<file path="src/rtl/instr_fetch_pkg.sv">
// ----------------------------------------------------------------------------
// instr_fetch_pkg
//   Shared definitions for the instruction fetch unit and the processor's
//   control unit: default bus widths and the 2-bit fetch FSM state encoding.
// ----------------------------------------------------------------------------
package instr_fetch_pkg;

  localparam int IF_ADDR_W = 8;   // instruction memory address width
  localparam int IF_DATA_W = 16;  // instruction word width (processor iin)

  typedef enum logic [1:0] {
    ST_IDLE  = 2'b00,  // no fetch in progress
    ST_FETCH = 2'b01,  // read strobe issued at PC
    ST_WAIT  = 2'b10,  // memory returns data this cycle
    ST_HOLD  = 2'b11   // word presented to processor until accepted
  } if_state_e;

  // State entered once the current word is finished (consumed or flushed):
  // keep fetching while run is high, otherwise park in IDLE.
  function automatic if_state_e resume_state(input logic run);
    return run ? ST_FETCH : ST_IDLE;
  endfunction

endpackage

</file>
<file path="src/rtl/instr_fetch_pc_reg.sv">
// ----------------------------------------------------------------------------
// pc_reg
//   Program counter register with load and increment. Load wins over
//   increment; increment wraps modulo 2^ADDR_W.
//
//   clock    in   rising-edge clock
//   reset    in   asynchronous active-high reset, PC <= RESET_PC
//   i_load   in   load i_value into PC
//   i_value  in   ADDR_W  load value
//   i_inc    in   advance PC by one
//   o_pc     out  ADDR_W  current PC
// ----------------------------------------------------------------------------
module pc_reg
  import instr_fetch_pkg::*;
#(
  parameter int                ADDR_W   = IF_ADDR_W,
  parameter logic [ADDR_W-1:0] RESET_PC = '0
) (
  input  logic              clock,
  input  logic              reset,
  input  logic              i_load,
  input  logic [ADDR_W-1:0] i_value,
  input  logic              i_inc,
  output logic [ADDR_W-1:0] o_pc
);

  logic [ADDR_W-1:0] r_pc;

  // NOTE: sequential state is written with non-blocking assignments so every
  // register samples pre-edge values regardless of process ordering.
  always_ff @(posedge clock or posedge reset) begin
    if (reset) begin
      r_pc <= RESET_PC;
    end else if (i_load) begin
      r_pc <= i_value;
    end else if (i_inc) begin
      r_pc <= r_pc + 1'b1;  // natural wrap, no carry out
    end
  end

  assign o_pc = r_pc;

endmodule

</file>
<file path="src/rtl/instr_fetch.sv">
// ----------------------------------------------------------------------------
// instr_fetch
//   Instruction fetch unit: reads words from a synchronous instruction memory
//   at PC and hands them to the processor through a valid/ready register.
//   One word in flight at a time; fixed 2-cycle latency from mem_rd to
//   iin_valid, 3 cycles per word back to back.
//
//   clock      in   rising-edge clock
//   reset      in   asynchronous active-high reset
//   run        in   fetch enable (0 stops new fetches)
//   pc_load    in   jump: load pc_value, flush any word in flight
//   pc_value   in   ADDR_W  jump target
//   mem_rd     out  read strobe to instruction memory
//   mem_addr   out  ADDR_W  read address (always PC)
//   mem_rdata  in   DATA_W  read data, valid the cycle after mem_rd
//   iin        out  DATA_W  registered instruction word
//   iin_valid  out  iin holds an unconsumed word
//   iin_ready  in   processor accepts iin
//   pc         out  ADDR_W  current program counter
// ----------------------------------------------------------------------------
module instr_fetch
  import instr_fetch_pkg::*;
#(
  parameter int                ADDR_W   = IF_ADDR_W,
  parameter int                DATA_W   = IF_DATA_W,
  parameter logic [ADDR_W-1:0] RESET_PC = '0
) (
  input  logic              clock,
  input  logic              reset,
  input  logic              run,
  input  logic              pc_load,
  input  logic [ADDR_W-1:0] pc_value,
  output logic              mem_rd,
  output logic [ADDR_W-1:0] mem_addr,
  input  logic [DATA_W-1:0] mem_rdata,
  output logic [DATA_W-1:0] iin,
  output logic              iin_valid,
  input  logic              iin_ready,
  output logic [ADDR_W-1:0] pc
);

  if_state_e         r_state;
  if_state_e         w_next_state;
  logic              w_mem_rd;
  logic              w_iin_valid;
  logic              w_capture;
  logic              w_xfer;
  logic [DATA_W-1:0] r_iin;
  logic [ADDR_W-1:0] w_pc;

  // A transfer can only happen while a word is presented.
  assign w_xfer = (r_state == ST_HOLD) && iin_ready;

  // On a jump the load dominates the increment inside pc_reg, so a transfer
  // coinciding with pc_load leaves PC at pc_value, not pc_value+1.
  pc_reg #(
    .ADDR_W   (ADDR_W),
    .RESET_PC (RESET_PC)
  ) u_pc_reg (
    .clock   (clock),
    .reset   (reset),
    .i_load  (pc_load),
    .i_value (pc_value),
    .i_inc   (w_xfer),
    .o_pc    (w_pc)
  );

  always_ff @(posedge clock or posedge reset) begin
    if (reset) begin
      r_state <= ST_IDLE;
    end else begin
      r_state <= w_next_state;
    end
  end

  // NOTE: every signal driven here gets a default first, so no path through
  // the case statement leaves one unassigned and no latch is inferred.
  always_comb begin
    w_next_state = r_state;
    w_mem_rd     = 1'b0;
    w_iin_valid  = 1'b0;
    w_capture    = 1'b0;

    unique case (r_state)
      ST_IDLE: begin
        if (run) w_next_state = ST_FETCH;
      end
      ST_FETCH: begin
        // run dropping here does not abort the read already issued.
        w_mem_rd     = 1'b1;
        w_next_state = ST_WAIT;
      end
      ST_WAIT: begin
        w_capture    = 1'b1;
        w_next_state = ST_HOLD;
      end
      ST_HOLD: begin
        w_iin_valid = 1'b1;
        if (w_xfer) w_next_state = resume_state(run);
      end
      default: w_next_state = ST_IDLE;
    endcase

    // A jump flushes whatever is in flight: WAIT data is dropped and a held
    // word is withdrawn because the next state is never HOLD.
    if (pc_load) begin
      w_capture    = 1'b0;
      w_next_state = resume_state(run);
    end
  end

  // iin only changes on a capture, so it keeps its last word in IDLE, FETCH
  // and WAIT; reset clears it so the processor never sees stale contents.
  always_ff @(posedge clock or posedge reset) begin
    if (reset) begin
      r_iin <= '0;
    end else if (w_capture) begin
      r_iin <= mem_rdata;
    end
  end

  // Strobes decode straight from the state register, so reset forces them
  // low immediately along with the state.
  assign mem_rd    = w_mem_rd;
  assign mem_addr  = w_pc;
  assign iin       = r_iin;
  assign iin_valid = w_iin_valid;
  assign pc        = w_pc;

endmodule

</file>
<file path="config.mk">
export PLATFORM = sky130hd
export DESIGN_NAME = instr_fetch
export DESIGN_NICKNAME = d
export VERILOG_FILES = /design/src/rtl/instr_fetch_pkg.sv /design/src/rtl/instr_fetch_pc_reg.sv /design/src/rtl/instr_fetch.sv
export SDC_FILE = /design/constraint.sdc
export NUM_CORES = 1
export LEC_CHECK = 0
export CAP_MARGIN = 20
export CORE_MARGIN = 3
export CORE_UTILIZATION = 44
export CTS_CLUSTER_DIAMETER = 150
export DETAILED_ROUTE_END_ITERATION = 8
export PLACE_DENSITY = 0.84
export SLEW_MARGIN = 20
export SYNTH_ARGS = -nofsm -noshare
export SYNTH_HDL_FRONTEND = slang
export SYNTH_SLANG_ARGS = --single-unit
</file>
<file path="constraint.sdc">
create_clock -name clock -period 4.87 [get_ports clock]
set_clock_uncertainty 0.1 [all_clocks]
set_input_delay 0.974 -clock clock [delete_from_list [all_inputs] [get_ports clock]]
set_output_delay 0.974 -clock clock [all_outputs]
set_load 0.01 [all_outputs]
</file>
### Word level (Yosys, flattened, before mapping)

Cells that the tools add are included.
W data, S select, Z words.

* register bits: 26
* input port bits: 29
* output and inout bits: 34
* word-level logic and storage cells: 24

* $add $sub $neg: 1
* eq/ne operators: 5
* muxes and demuxes: 11
* reduce and logical (&&, ||, !) cells: 4

Operator list (number)
* $mux W8: 2
* $add A8 B1 Y8 const B: 1
* $pmux W2 S4: 1
* $mux W2: 3
* $mux W1: 5
* $eq A2 B2 Y1 const B: 2
* $ne A3 B2 Y1 const B: 1
* $ne A3 B3 Y1 const B: 1
* $eq A2 B1 Y1 const B: 1
* $logic_not A2 Y1: 1
* $reduce_and A2 Y1: 1
* $reduce_bool A2 Y1: 1
* $logic_and A1 B1 Y1: 1

### Logic depth before layout (Yosys ltp)

Gate-level depths: netlist (run 1).

* depth in word-level cells: 5
* mapped depth: 6
* gate-level depth less buffers: 6

### Hierarchy

From an unflattened synthesis (run 1), not the netlist that was laid out.

* cell total of the unflattened synthesis: 116
* area total of the unflattened synthesis: 1371.3 um2

By module, submodules not included
* instr_fetch: times used 1, cells each 66, area each 925.9 um2, sequential area each 450.4 um2
* pc_reg: times used 1, cells each 50, area each 445.4 um2, sequential area each 200.2 um2

### Worst setup path before layout (run 1)

Ideal clock, no wire load.

* path type: input-to-reg
* from: in pc_load
* to: reg r_iin[10], in the netlist iin[10]
* library setup time: 125 ps
* arrival time: 1792 ps
* data required time: 4645 ps
* path slack: 2853 ps
* stages on the path: 5
* path buffers: 3
* cell sequence: buf_4 nor2b_2 buf_6 buf_8 mux2_4

* cells in the longest elaborated chain, start to end: 1

RTL lines
* from (decl): RTL line instr_fetch.sv:31 `input logic pc_load,`
* $mux W1: RTL line instr_fetch.sv:106 `if (pc_load) begin`
* to (signal assigned): RTL line instr_fetch.sv:118 `r_iin <= mem_rdata;`
* to (decl): RTL line instr_fetch.sv:48 `logic [DATA_W-1:0] r_iin;`

No other way between the ends.
A chain may end at the register's enable or synchronous reset.

### Final worst setup path (run 1)

* from: in pc_load
* to: reg r_iin[3], in the netlist iin[3]

The elaborated chain is that of the path after synthesis.

==> results.cfg, run 1 <==
[logic_synthesis]
yosys.area_share.simple_pct = 9.33
syn_area_per_cell_um2 = 12.2
yosysWarningCount = 0
yosys-top-cells-area = dfrtp_1 (48%), mux2_4 (11%), mux2_2 (5.8%)
synthesis.nets = 146
syn_inst = 111
synth_top_area_share_pct = 48.0
synth_xor_area_share_pct = 4.52
synth_compound_area_share_pct = 5.36
syn_area_mm2 = 0.00136
yosys-mux-area-fraction_pct = 18.4
synth_fa_ha_area_share_pct = 5.54
synth_top_family_by_area = multiplexers
ys_types = 26
yosysTopAreaCell = dfrtp_1
ys_ff_latch = 26
synth-seq-area-share_pct = 48.0

[worst_setup_path]
arrival_ns = 3.04
critical_path_class = in -> reg
end_kind = flop
cp.required_ns = 5.00
crit_fanout = 19
start_kind = primary input

[timing]
finalWorstSetupSlack_ns = 1.96
drv_slew = 0
fin_crit_ns = 2.91
hold_viol = 0
fin_setup_tns_ns = 0
hold_slack_ns = 0.422
fmax_mhz = 344
setup_violations = 0
worst_pin_slew_ns = 0.984
slew-limit-headroom_pct = 34.1
post-route-period-util_pct = 59.7
rsz0062_at_grt = false

[cts]
cts_tree = yes
clockRootBuffer = clkbuf_4
clk_path_buf_depth = 2
clock_sinks = 26
cts.repair.resized = 0
numCtsBuffers = 3
hold_buffers = 0
clock_latency_ns = 0.32
clk_pin_slew_ns = 0.14
cts_setup_buffers = 0
htreeDepth = 1

[floorplan]
pin_count = 63
die_width_um = 61.5
die_h_um = 61.5
core_area_mm2 = 0.00285
start_util_pct = 47.5
dieArea_mm2 = 0.00378
row_count = 19

[cells_and_area]
layout_commonest_cell = clkdlybuf4s50_1
drive_above_1_share_pct = 16.4
final_cell_mix = clkdlybuf4s50_1 (62), dfrtp_1 (26), nand2_1 (13), mux2_4 (10), mux2_2 (7)
multiInputGateArea_um2 = 584
num-fill-cells = 218
final_cells = 196
num-nets-final = 201
ff_latch_area_um2 = 651
syn_to_final_growth_pct = 44.1
n_antenna_cell = 0

[drt]
drt-total-wl_mm = 2.91
routed_via_density = 5.01
antenna_left = 0
drt_iter0_markers = 41
first_pass_iters = 4
drt_drc_violations_left = 0
vias = 982
wire_per_inst_um = 14.8

[place]
dpl.cell_count = 192
hpwl_mm = 2.24
placement.io_buffers = 62
gp_congestion = 0.803
pre_cts_ws_ns = 1.57

[grt]
grt_pass1_wl_mm = 4.79
grt_pass1_vias = 1013
grtUsageTotal_pct = 17.1
antenna_found_initial = 0
grt_max_degree = 27
gr-total-overflow = 0

[pwr]
power_density_mw_per_mm2 = 467
power_w = 0.000911
ir_worst_vdd_mv = 0.249
leakage_nw = 0.818

[min_path]
hold_class = reg -> reg

[run]
drv_cap = 0

[outcome]
outcome = complete, no violations
[area by class of cell]
class	count	share of cell area [%]
clock buffer	4	1.86
inverter	6	1.15
multi-input combinational	67	29.9
sequential	26	33.3
tap	31	1.99
timing repair buffer	62	31.8
[registers in the layout, summed over array words and instances, names as in the netlist]
register       count
r_state            2
iin               16
u_pc_reg.o_pc      8
[path summary, 6_finish.rpt]
kind / start / cells after the start / slack [ns] / endpoint
setup / recovery: pc_load / 3 / 1.96 / iin[3]$_DFFE_PP0P_
hold / removal: iin[2]$_DFFE_PP0P_ / 1 / 0.42 / iin[2]$_DFFE_PP0P_
setup reg to reg: r_state[0]$_DFFE_PP0P_ / 4 / 2.75 / iin[3]$_DFFE_PP0P_
hold reg to reg: iin[2]$_DFFE_PP0P_ / 1 / 0.42 / iin[2]$_DFFE_PP0P_
max in group asynchronous: reset / 2 / 3.33 / iin[14]$_DFFE_PP0P_
min in group asynchronous: reset / 2 / 0.92 / u_pc_reg.o_pc[1]$_DFFE_PP0P_
[synth_stat cells, drive strengths merged]
| cell | n |
|---|---|
| ha | 6 |
| nand3 | 2 |
| nand2 | 13 |
| a21oi | 1 |
| dfrtp | 26 |
| nand4 | 1 |
| a221o | 1 |
| nor3 | 3 |
| mux2 | 17 |
| nor2b | 1 |
| xor2 | 3 |
| xnor2 | 4 |
| a22o | 1 |
| buf | 11 |
| mux2i | 2 |
| clkbuf | 1 |
| o21ai | 7 |
| inv | 6 |
| nor2 | 4 |
| o22ai | 1 |
[report_power, final]
| group | internal [W] | total, W | switching [W] |
|---|---|---|---|
| registers | 0.000297 | 0.000354 | 0.0000574 |
| clock network | 0.0000458 | 0.000111 | 0.0000649 |
| logic | 0.000287 | 0.000447 | 0.000160 |
[routing by layer]
layer	track usage, %	share of wire [%]	wire length (um)	up-vias
li1	-	-	-	471
met1	21.4	41	1200	476
met2	29.6	52	1510	31
met3	2.52	5.3	154	4
met4	6.36	1.5	45	0
met5	0	0	0	-
[through the flow]
step           utilization (%)  instance area (um^2)
2_1_floorplan                -                  1360
3_3_place_gp              67.2                  1920
3_5_place_dp              67.2                  1920
4_1_cts                   68.5                  1950
5_1_grt                   68.5                  1950
6_report                  68.5                  1950
[logic make-up (layout without fill, tap and decap cells)]
kind of cell,count (synthesis),in the layout
DFF,26,26
and+or+nand+nor,24,24
muxes,19,19
adders and majority gates,6,6
AOI/OAI and AO/OA,11,11
buffers and inverters,18,72
xor gates and xnor gates,7,7
[critical path, cell delays in order]
cell	delay, ns
clkdlybuf4s50_1	0.72
nor2b_2	0.91
mux2_2	0.42
Note: power is estimated with default switching activity, not from simulation.
==> inputs of run 2 (changes only) <==
--- a/config.mk
+++ b/config.mk
@@ -7,10 +7,10 @@
 export LEC_CHECK = 0
 export CAP_MARGIN = 20
 export CORE_MARGIN = 3
-export CORE_UTILIZATION = 44
+export CORE_UTILIZATION = 41
 export CTS_CLUSTER_DIAMETER = 150
 export DETAILED_ROUTE_END_ITERATION = 8
-export PLACE_DENSITY = 0.84
+export PLACE_DENSITY = 0.79
 export SLEW_MARGIN = 20
 export SYNTH_ARGS = -nofsm -noshare
 export SYNTH_HDL_FRONTEND = slang
==> constraint.sdc (replaced) <==
create_clock -name clock -period 3 [get_ports clock]
set_clock_uncertainty 0.1 [all_clocks]
set_input_delay 0.6 -clock clock [delete_from_list [all_inputs] [get_ports clock]]
set_output_delay 0.6 -clock clock [all_outputs]
set_load 0.01 [all_outputs]
==> results.cfg, run 2 (synthesis results as in run 1) <==
[outcome]
outcome = complete, no violations

[cts]
cts_tree = yes
clockRootBuffer = clkbuf_4
clock_sinks = 26
clk_pin_slew_ns = 0.14
htreeDepth = 1
hold_buffers = 0
cts.repair.resized = 0
cts_setup_buffers = 0
clock_latency_ns = 0.32
numCtsBuffers = 3
clk_path_buf_depth = 2

[pwr]
pwr-share-clk_pct = 15.7
power_w = 0.00154
ir_worst_vdd_mv = 0.409
sw_frac_of_total_pct = 29.7
seqPwrFrac_pct = 37.3
p_switching_w = 0.000459
leakage_nw = 0.844
combPwrFrac_pct = 47.0
power_density_mw_per_mm2 = 769
p_int_w = 0.00109

[min_path]
hold_class = reg -> reg

[drt]
routed_via_density = 4.67
wire_per_inst_um = 14.1
drt_drc_violations_left = 0
drt-total-wl_mm = 2.98
antenna_left = 0
drt_iter0_markers = 13
first_pass_iters = 4
vias = 989

[grt]
grt_pass1_vias = 1053
busiest_layer = met2
gr-total-overflow = 0
use_met2_pct = 28.7
gr-usage-met3_pct = 2.14
grt_max_degree = 27
grt_pass1_wl_mm = 4.97
antenna_found_initial = 0
use_met1_pct = 18.0
grtUsageTotal_pct = 15.8

[timing]
worst_pin_slew_ns = 0.324
fin_crit_ns = 2.38
drv_slew = 0
rsz0062_at_grt = false
post-route-period-util_pct = 79.4
fin_setup_tns_ns = 0
fmax_mhz = 420
setup_violations = 0
slew-limit-headroom_pct = 78.4
hold_viol = 0

[place]
placement.io_buffers = 62
place_area_mm2 = 0.00196
hpwl_mm = 2.36
gp_congestion = 0.753

[floorplan]
start_util_pct = 43.7
die_width_um = 63.5
dieArea_mm2 = 0.00403
die_h_um = 63.5
row_count = 20
core_area_mm2 = 0.00310
pin_count = 63

[cells_and_area]
ff_latch_area_um2 = 651
drive_above_1_share_pct = 17.9
multiInputGateArea_um2 = 584
num-fill-cells = 260
layout_commonest_cell = clkdlybuf4s50_1
n_antenna_cell = 0
largest_register_ffs = 16
fin_util_pct = 64.7
num-nets-final = 204
syn_to_final_growth_pct = 48.2
finalInstanceArea_mm2 = 0.00201
final_cell_mix = clkdlybuf4s50_1 (62), dfrtp_1 (26), nand2_1 (13), mux2_4 (10), mux2_2 (7)

[worst_setup_path]
cp.required_ns = 2.30
arrival_ns = 1.68
start_kind = flop
critical_path_class = reg -> out
end_kind = output pin
crit_fanout = 6

[run]
drv_cap = 0
run 2: cell types whose count changed in the layout (fill, tap and decap cells not counted), sizes merged:
cell    change
buf         +3
bufinv      +1
clkbuf      -1
clkinv      -1
inv         +1
run 2: final cells by class:
class,instances,share of cell area [%]
sequential,26,32.4
timing repair buffer,65,32.0
multi-input combinational,67,29.1
tap,44,2.74
clock inverter,1,1.50
clock buffer,3,1.12
inverter,6,1.12
run 2: final timing paths:
check | end | slack [ns] | from | depth (start not counted)
setup / recovery | iin_valid | 0.62 | r_state[0]$_DFFE_PP0P_ | 2
hold / removal | iin[5]$_DFFE_PP0P_ | 0.43 | iin[5]$_DFFE_PP0P_ | 1
setup reg to reg | iin[2]$_DFFE_PP0P_ | 1.31 | r_state[0]$_DFFE_PP0P_ | 5
hold reg to reg | iin[5]$_DFFE_PP0P_ | 0.43 | iin[5]$_DFFE_PP0P_ | 1
max in group asynchronous | u_pc_reg.o_pc[3]$_DFFE_PP0P_ | 2.03 | reset | 3
min in group asynchronous | iin[6]$_DFFE_PP0P_ | 0.53 | reset | 3
run 2: power by group through the flow:
stage | clock [W] | combinational (W) | sequential [W]
after floorplan | 0 | 0.000330 | 0.000627
after global placement | 0 | 0.000719 | 0.000574
after detailed placement | 0 | 0.000735 | 0.000585
after CTS | 0.000249 | 0.000739 | 0.000578
after global routing | 0.000261 | 0.000785 | 0.000594
final | 0.000242 | 0.000727 | 0.000576
run 2: stage by stage:
stage | cells | worst slack [ns] | hold slack, ns
6_report | 212 | 0.617 | 0.429
3_5_place_dp | 208 | 0.805 | 0.393
2_1_floorplan | 111 | 1.36 | 0.434
5_1_grt | 212 | 0.533 | 0.438
4_1_cts | 212 | 0.592 | 0.432
3_3_place_gp | 208 | 0.847 | 0.391
run 2: critical path: stages (launching register included):
cell and delay, ns:
dfrtp_1 0.44, ha_1 0.33, clkdlybuf4s50_1 0.59
run 2: per-layer routing:
metal	routed length, um	share of wire [%]
met5	0	0
met4	36	1.2
met3	85	2.9
met2	1680	56
met1	1180	39
==> inputs of run 3 (changes only) <==
--- a/config.mk
+++ b/config.mk
@@ -7,10 +7,10 @@
 export LEC_CHECK = 0
 export CAP_MARGIN = 20
 export CORE_MARGIN = 3
-export CORE_UTILIZATION = 41
+export CORE_UTILIZATION = 37
 export CTS_CLUSTER_DIAMETER = 150
 export DETAILED_ROUTE_END_ITERATION = 8
-export PLACE_DENSITY = 0.79
+export PLACE_DENSITY = 0.75
 export SLEW_MARGIN = 20
 export SYNTH_ARGS = -nofsm -noshare
 export SYNTH_HDL_FRONTEND = slang
==> constraint.sdc (replaced) <==
create_clock -name clock -period 2.1 [get_ports clock]
set_clock_uncertainty 0.1 [all_clocks]
set_input_delay 0.42 -clock clock [delete_from_list [all_inputs] [get_ports clock]]
set_output_delay 0.42 -clock clock [all_outputs]
set_load 0.01 [all_outputs]
==> results.cfg, run 3 (synthesis results as in run 1) <==
[outcome]
outcome = complete, no violations

[cts]
clk_path_buf_depth = 2
htreeDepth = 1
hold_buffers = 0
clock_latency_ns = 0.27
clockRootBuffer = clkbuf_8
numCtsBuffers = 3
clock_sinks = 26
clk_pin_slew_ns = 0.09
cts_setup_buffers = 0
cts_tree = yes

[grt]
antenna_found_initial = 0
grt_pass1_vias = 1106
grtUsageTotal_pct = 15.4
grt_max_degree = 27
grt_pass1_wl_mm = 5.22
gr-total-overflow = 0

[pwr]
leakage_nw = 0.851
ir_worst_vdd_mv = 0.505
power_density_mw_per_mm2 = 1130

[floorplan]
pin_count = 63
die_h_um = 66.5
row_count = 21
dieArea_mm2 = 0.00442
die_width_um = 66.5
core_area_mm2 = 0.00344
start_util_pct = 39.4

[worst_setup_path]
cp.required_ns = 1.58
arrival_ns = 1.53
cpPeakStageDelay_ns = 0.54
start_kind = flop
critical_path_class = reg -> out
end_kind = output pin
crit_fanout = 5
cp_num_buf_inv = 2
critPathSlowestCell = clkdlybuf4s50_1
path_cells = inv_1, ha_1, clkdlybuf4s50_1
path_delay_family = buffers and inverters

[run]
drv_cap = 0

[timing]
hold_slack_ns = 0.397
slew-limit-headroom_pct = 77.7
hold_viol = 0
worst_pin_slew_ns = 0.334
fin_crit_ns = 2.05
fmax_mhz = 487
post-route-period-util_pct = 97.8
setup_violations = 0
drv_slew = 0
fin_setup_tns_ns = 0
rsz0062_at_grt = false

[drt]
vias = 999
wire_per_inst_um = 14.3
routed_via_density = 4.67
drt_iter0_markers = 47
drt_drc_violations_left = 0
first_pass_iters = 4
drt-total-wl_mm = 3.06
antenna_left = 0

[cells_and_area]
drive_above_1_share_pct = 19.6
final_cell_mix = clkdlybuf4s50_1 (62), dfrtp_1 (24), nand2_1 (13), mux2_4 (10), mux2_2 (7)
layout_commonest_cell = clkdlybuf4s50_1
syn_to_final_growth_pct = 51.8
num-nets-final = 204
n_antenna_cell = 0
largest_register_ffs = 16
finalInstanceArea_mm2 = 0.00206

[place]
place_area_mm2 = 0.00197
gp_congestion = 0.781
hpwl_mm = 2.37
placement.io_buffers = 62

[min_path]
hold_class = in -> async
==> run 3: cell count changes in the layout (fill, tap and decap cells not counted) <==
cell and delta:
buf_4 -1, dfrtp_2 +2, ha_4 +1, clkbuf_8 +3
clkbuf_4 -3, ha_1 -1, buf_12 +1, dfrtp_1 -2
==> run 3: worst paths after layout <==
| path | to | depth (start not counted) | slack (ns) | startpoint |
|---|---|---|---|---|
| worst max-delay path | mem_rd | 3 | 0.05 | r_state[1]$_DFFE_PP0P_ |
| worst min-delay path | iin[6]$_DFFE_PP0P_ | 3 | 0.40 | reset |
| worst max register to register | iin[1]$_DFFE_PP0P_ | 5 | 0.45 | r_state[0]$_DFFE_PP0P_ |
| worst min register to register | iin[0]$_DFFE_PP0P_ | 1 | 0.42 | iin[0]$_DFFE_PP0P_ |
| max in group asynchronous | r_state[0]$_DFFE_PP0P_ | 3 | 1.22 | reset |
| min in group clock | iin[0]$_DFFE_PP0P_ | 1 | 0.42 | iin[0]$_DFFE_PP0P_ |
==> run 3: through the flow <==
step	setup slack [ns]	std cells	power (W)	utilization, %
6_report	0.0462	214	0.00232	59.8
5_1_grt	0.000921	214	0.00246	59.8
4_1_cts	0.0156	214	0.00234	59.7
3_5_place_dp	0.163	210	0.00191	57.3
3_3_place_gp	0.214	210	0.00186	57.3
2_1_floorplan	0.506	111	0.00137	-
==> run 3: area by class of cell <==
type / count / area [um^2]
fill: 287 / 1390
clock inverter: 1 / 30.0
sequential: 26 / 653
inverter: 6 / 22.5
tap: 46 / 57.6
multi-input combinational: 67 / 597
clock buffer: 3 / 41.3
timing repair buffer: 65 / 656
==> run 3: where the power goes <==
group / leakage (nW) / internal, W / total, W / switching, W
registers: 0.312 / 0.000693 / 0.000832 / 0.000139
clock network: 0.0357 / 0.000255 / 0.000414 / 0.000160
logic: 0.504 / 0.000686 / 0.00107 / 0.000385
==> run 3: what timing repair did <==
item                       in CTS  in global routing
setup endpoints to repair       1                  2
cloned                          0                  0
pin swaps                       0                  0
resized for setup               2                  2
==> run 3: metal layers <==
layer,track usage [%],up-vias,wire [um]
li1,-,476,-
met1,18.5,482,1230
met2,28.6,37,1670
met3,0.675,4,117
met4,6.09,0,41
met5,0,-,0
==> run 3: tightest hold or removal path, delay by kind of cell <==
family	cells	cell delay (ns)
buf+inv	3	0.76
